<file path="src/rtl/sram_bus_arbiter.sv">
// Two-to-one arbiter sharing one SRAM-style memory port between the instruction
// fetch and data access requesters, with alternating priority on ties.
module sram_bus_arbiter #(
    parameter int ADDR_W = 32,
    parameter int DATA_W = 32
) (
    input  logic                  clk,
    input  logic                  reset,

    input  logic                  inst_req,
    input  logic                  inst_wr,
    input  logic [1:0]            inst_size,
    input  logic [DATA_W/8-1:0]   inst_wstrb,
    input  logic [ADDR_W-1:0]     inst_addr,
    input  logic [DATA_W-1:0]     inst_wdata,
    output logic                  inst_addr_ok,
    output logic                  inst_data_ok,
    output logic [DATA_W-1:0]     inst_rdata,

    input  logic                  data_req,
    input  logic                  data_wr,
    input  logic [1:0]            data_size,
    input  logic [DATA_W/8-1:0]   data_wstrb,
    input  logic [ADDR_W-1:0]     data_addr,
    input  logic [DATA_W-1:0]     data_wdata,
    output logic                  data_addr_ok,
    output logic                  data_data_ok,
    output logic [DATA_W-1:0]     data_rdata,

    output logic                  mem_req,
    output logic                  mem_wr,
    output logic [1:0]            mem_size,
    output logic [DATA_W/8-1:0]   mem_wstrb,
    output logic [ADDR_W-1:0]     mem_addr,
    output logic [DATA_W-1:0]     mem_wdata,
    input  logic                  mem_addr_ok,
    input  logic                  mem_data_ok,
    input  logic [DATA_W-1:0]     mem_rdata,

    output logic [1:0]            dbg_state_o
);

    localparam logic [1:0] S_IDLE = 2'd0;
    localparam logic [1:0] S_REQ  = 2'd1;
    localparam logic [1:0] S_WAIT = 2'd2;

    // Handshake: a request is taken when req and addr_ok are both high in the
    // same cycle; the requester holds req and its fields until then. data_ok
    // marks the single cycle in which the response (or write ack) is valid.

    logic [1:0]          state_q, state_d;
    logic                owner_q, owner_d;
    logic                last_grant_q, last_grant_d;
    logic                wr_q, wr_d;
    logic [1:0]          size_q, size_d;
    logic [DATA_W/8-1:0] wstrb_q, wstrb_d;
    logic [ADDR_W-1:0]   addr_q, addr_d;
    logic [DATA_W-1:0]   wdata_q, wdata_d;

    logic in_idle;
    logic grant_inst;
    logic grant_data;
    logic rsp_fire;

    assign in_idle = (state_q == S_IDLE);

    // On a tie the requester that did not win last time goes first.
    assign grant_inst = in_idle & inst_req & (~data_req | last_grant_q);
    assign grant_data = in_idle & data_req & (~inst_req | ~last_grant_q);

    assign rsp_fire = (state_q == S_WAIT) & mem_data_ok;

    assign inst_addr_ok = grant_inst;
    assign data_addr_ok = grant_data;
    assign inst_data_ok = rsp_fire & ~owner_q;
    assign data_data_ok = rsp_fire & owner_q;
    assign inst_rdata   = mem_rdata;
    assign data_rdata   = mem_rdata;

    assign mem_req   = (state_q == S_REQ);
    assign mem_wr    = wr_q;
    assign mem_size  = size_q;
    assign mem_wstrb = wstrb_q;
    assign mem_addr  = addr_q;
    assign mem_wdata = wdata_q;

    assign dbg_state_o = state_q;

    always_comb begin
        state_d      = state_q;
        owner_d      = owner_q;
        last_grant_d = last_grant_q;
        wr_d         = wr_q;
        size_d       = size_q;
        wstrb_d      = wstrb_q;
        addr_d       = addr_q;
        wdata_d      = wdata_q;
        case (state_q)
            S_IDLE: begin
                if (grant_data) begin
                    state_d      = S_REQ;
                    owner_d      = 1'b1;
                    last_grant_d = 1'b1;
                    wr_d         = data_wr;
                    size_d       = data_size;
                    wstrb_d      = data_wstrb;
                    addr_d       = data_addr;
                    wdata_d      = data_wdata;
                end else if (grant_inst) begin
                    state_d      = S_REQ;
                    owner_d      = 1'b0;
                    last_grant_d = 1'b0;
                    wr_d         = inst_wr;
                    size_d       = inst_size;
                    wstrb_d      = inst_wstrb;
                    addr_d       = inst_addr;
                    wdata_d      = inst_wdata;
                end
            end
            S_REQ: begin
                if (mem_addr_ok) begin
                    state_d = S_WAIT;
                end
            end
            S_WAIT: begin
                if (mem_data_ok) begin
                    state_d = S_IDLE;
                end
            end
            default: begin
                state_d = S_IDLE;
            end
        endcase
    end

    always_ff @(posedge clk or posedge reset) begin
        if (reset) begin
            state_q      <= S_IDLE;
            owner_q      <= 1'b0;
            last_grant_q <= 1'b0;
            wr_q         <= 1'b0;
            size_q       <= 2'd0;
            wstrb_q      <= '0;
            addr_q       <= '0;
            wdata_q      <= '0;
        end else begin
            state_q      <= state_d;
            owner_q      <= owner_d;
            last_grant_q <= last_grant_d;
            wr_q         <= wr_d;
            size_q       <= size_d;
            wstrb_q      <= wstrb_d;
            addr_q       <= addr_d;
            wdata_q      <= wdata_d;
        end
    end

endmodule

</file>
<file path="config.mk">
export PLATFORM = sky130hd
export DESIGN_NAME = sram_bus_arbiter
export DESIGN_NICKNAME = d
export VERILOG_FILES = /design/src/rtl/sram_bus_arbiter.sv
export SDC_FILE = /design/constraint.sdc
export NUM_CORES = 1
export LEC_CHECK = 0
export CORE_AREA = 2 2 125 127
export CTS_CLUSTER_SIZE = 40
export DETAILED_ROUTE_END_ITERATION = 6
export DIE_AREA = 0 0 127 129
export GPL_TIMING_DRIVEN = 0
export PLACE_DENSITY = 0.74
export SYNTH_ARGS = -nofsm -noshare
export SYNTH_HDL_FRONTEND = slang
export SYNTH_SLANG_ARGS = --single-unit
</file>
<file path="constraint.sdc">
create_clock -name clk -period 3.5 [get_ports clk]
set_clock_uncertainty 0.1 [all_clocks]
set_input_delay 0.35 -clock clk [delete_from_list [all_inputs] [get_ports clk]]
set_output_delay 0.35 -clock clk [all_outputs]
set_load 0.01 [all_outputs]
</file>
==> flow_metrics.py <==
metrics = {
    "outcome": {
        "status": "complete, no violations",
    },
    "setup_path": {
        "path_class": "flip-flop to output pin",
        "r2r-end": "mem_addr[30]$_DFFE_PP0P_",
        "startpoint_type": "flip-flop",
        "r2r_cells": 4,
        "crit_path_max_fanout": 10,
        "cp-end-kind": "output pin",
        "arrival_ns": 2.23,
        "critPathRequiredTime_ns": 3.05,
        "r2r_slack_ns": 1.80,
        "rr_startpoint": "dbg_state_o[0]$_DFFE_PP0P_",
    },
    "synthesis": {
        "yosys.area_share.xor_xnor_pct": 0,
        "syn_area_um2": 4910,
        "yosys.area_share.adder_pct": 0,
        "synth.avg_cell_area_um2": 9.93,
        "synth_cells": 494,
        "ys_ff_latch": 74,
        "synthSimpleGateAreaFrac_pct": 1.45,
        "synth_top_area_share_pct": 37.7,
        "ys_warn_count": 0,
        "muxShareOfSynthArea_pct": 0,
        "synthTopCellsByArea": "dfrtp_1, o2111ai_1, o211ai_2, buf_4, o21ai_2",
        "synth.distinct_cells": 24,
        "seq_area_frac_synth_pct": 37.7,
        "synth_fp_nets": 674,
        "synth_top_family_by_area": "compound AO/OA/AOI/OAI gates",
        "synth.largest_area_cell": "dfrtp_1",
        "synth_compound_area_share_pct": 39.3,
    },
    "detailed_routing": {
        "drt_iter0_drc": 274,
        "wl_mm": 18.2,
        "ant_nets": 0,
        "post_drt_wl_per_cell_um": 18.4,
        "viasPerCell": 5.07,
        "routed-via-count": 5003,
        "remaining_drc_errors": 0,
        "dr.pass1.iters": 5,
    },
    "die": {
        "std_cell_rows": 45,
        "io_pins": 322,
        "die-area_um2": 16400,
        "die_w_um": 127,
        "start_util_pct": 32.8,
        "core_area_um2": 15000,
        "die_h_um": 129,
    },
    "power": {
        "power.density_nw_per_um2": 696,
        "leakage_uw": 0.00353,
        "power.total_uw": 5790,
        "irDropWorstVdd_mv": 0.298,
    },
    "sta": {
        "drv_slew": 0,
        "max_freq_mhz": 372,
        "slew_headroom_pct": 65.9,
        "period_share_pct": 76.7,
        "setup_violations": 0,
        "timing.hold.ws_ns": 0.259,
        "rsz0062_at_grt": "false",
        "tightestPinTransition_ns": 0.511,
        "fin_crit_ns": 2.68,
        "fin_setup_tns_ns": 0,
        "hold_viol_final": 0,
    },
    "placed_design": {
        "gp_congestion": 0.792,
        "dp.cells": 972,
        "port_buffers": 289,
        "hpwl_mm": 13.6,
    },
    "job": {
        "cap_violations": 0,
    },
    "clocking": {
        "cts_max_level": 3,
        "clock-sinks": 74,
        "cts.reportedPaths.clkPinSlew_ns": 0.06,
        "postCtsResizedCells": 0,
        "cts_tree": "built",
        "cts_buffer_depth": 2,
        "numCtsBuffers": 9,
        "clk_latency_ns": 0.34,
        "hold_buffers": 0,
        "cts_setup_buffers": 0,
        "cts-root-buf": "clkbuf_16",
    },
    "global_route": {
        "grt_pass1_wl_mm": 27.6,
        "grt_pass1_vias": 5114,
        "grt_max_degree": 51,
        "track_usage_pct": 21.6,
        "overflow": 0,
        "antenna_found_initial": 0,
    },
    "final_layout": {
        "finish.utilization_pct": 55.5,
        "drive_gt1_share_pct": 25.7,
        "regArea_um2": 1850,
        "multi_input_comb_area_um2": 2000,
        "syn_to_final_growth_pct": 69.5,
        "layoutNonFillerInstCount": 987,
        "fill_cells": 1387,
        "n_antenna_cell": 0,
        "final_nets": 975,
    },
    "worst_hold_path": {
        "min_path_type": "input pin to async pin",
    },
}
layout by cell type, fill, tap and decap left out:
master	instances
nor2_2	1
o21ai_0	1
buf_2	22
clkinv_2	4
buf_6	8
o2111ai_1	71
buf_1	1
or2_1	1
nor2b_1	1
clkdlybuf4s50_1	289
o21ai_1	22
nand3_4	1
nor3_1	2
dfrtp_1	74
inv_1	74
o211a_1	1
o211ai_2	40
nand2b_1	1
clkbuf_1	22
buf_16	1
clkbuf_16	9
o2bb2ai_1	1
inv_4	1
o211ai_1	31
buf_4	65
nor2_4	1
inv_2	2
o21ai_2	50
nand2_1	2
cell usage after synthesis:
master / number
o211ai_1: 31
o211a_1: 1
nor2b_1: 1
inv_1: 75
inv_2: 2
nand2_1: 2
buf_1: 1
o211ai_2: 40
o2111ai_1: 71
o2bb2ai_1: 1
buf_4: 65
nor2_2: 1
o21ai_0: 1
clkbuf_1: 20
or2_1: 1
buf_6: 8
nand3_4: 1
nor3_1: 2
nor2_4: 1
o21ai_2: 50
dfrtp_1: 74
buf_2: 22
nand2b_1: 1
o21ai_1: 22
worst max-delay path by stage:
stage / to / slack, ns / from / depth (start not counted)
3_5_place_dp: data_addr_ok / 0.87 / inst_req / 7
4_1_cts: data_addr_ok / 0.75 / dbg_state_o[0]$_DFFE_PP0P_ / 5
6_report: data_addr_ok / 0.82 / dbg_state_o[0]$_DFFE_PP0P_ / 5
3_3_place_gp: mem_addr[0]$_DFFE_PP0P_ / -0.36 / reset / 2
2_1_floorplan: dbg_state_o[0]$_DFFE_PP0P_ / 1.17 / reset / 1
5_1_grt: data_addr_ok / 0.71 / dbg_state_o[0]$_DFFE_PP0P_ / 5
report_power, final:
part | switching [µW] | total (µW) | internal (µW)
Clock | 373 | 845 | 472
Sequential | 285 | 1560 | 1280
Combinational | 1660 | 3380 | 1720
Total | 2320 | 5790 | 3470
final cells by class:
| type | instances | share of cell area, % |
|---|---|---|
| timing repair buffer | 290 | 35.1 |
| multi-input combinational | 227 | 24.0 |
| sequential | 74 | 22.3 |
| buffer | 116 | 9.22 |
| inverter | 77 | 3.51 |
| tap | 188 | 2.83 |
| clock buffer | 11 | 2.80 |
| clock inverter | 4 | 0.241 |
layer usage:
metal,GRT usage (%),routed length [µm],up-vias
li1,-,-,2364
met1,26.3,7450,2372
met2,37.2,8960,235
met3,5.16,1340,32
met4,8.53,414,0
met5,0,0,-
metrics by stage:
| step | cell area [µm²] | worst slack, ns |
|---|---|---|
| finish | 8320 | 0.815 |
| global route | 8320 | 0.707 |
| CTS | 8320 | 0.749 |
| detailed placement | 8060 | 0.867 |
| global placement | 8030 | -0.356 |
| floorplan | 4910 | 1.17 |
sequential cells by signal, summed over array words and instances, names as in the netlist:
register / flops
mem_addr: 32
mem_wdata: 32
mem_wstrb: 4
dbg_state_o: 2
mem_size: 2
last_grant_q: 1
mem_wr: 1
critical path, cell delays in order, from the launching register on:
cell	delay (ns)
dfrtp_1	0.43
nor2_4	0.35
nand3_4	0.24
buf_2	0.26
inv_2	0.07
clkdlybuf4s50_1	0.54
cell families (layout without fill, tap and decap cells):
| family | after synthesis | in the layout |
|---|---|---|
| buf+inv | 193 | 498 |
| simple gates | 10 | 10 |
| compound gates | 217 | 217 |
| flops | 74 | 74 |
Power figures use the tool's default switching activity.
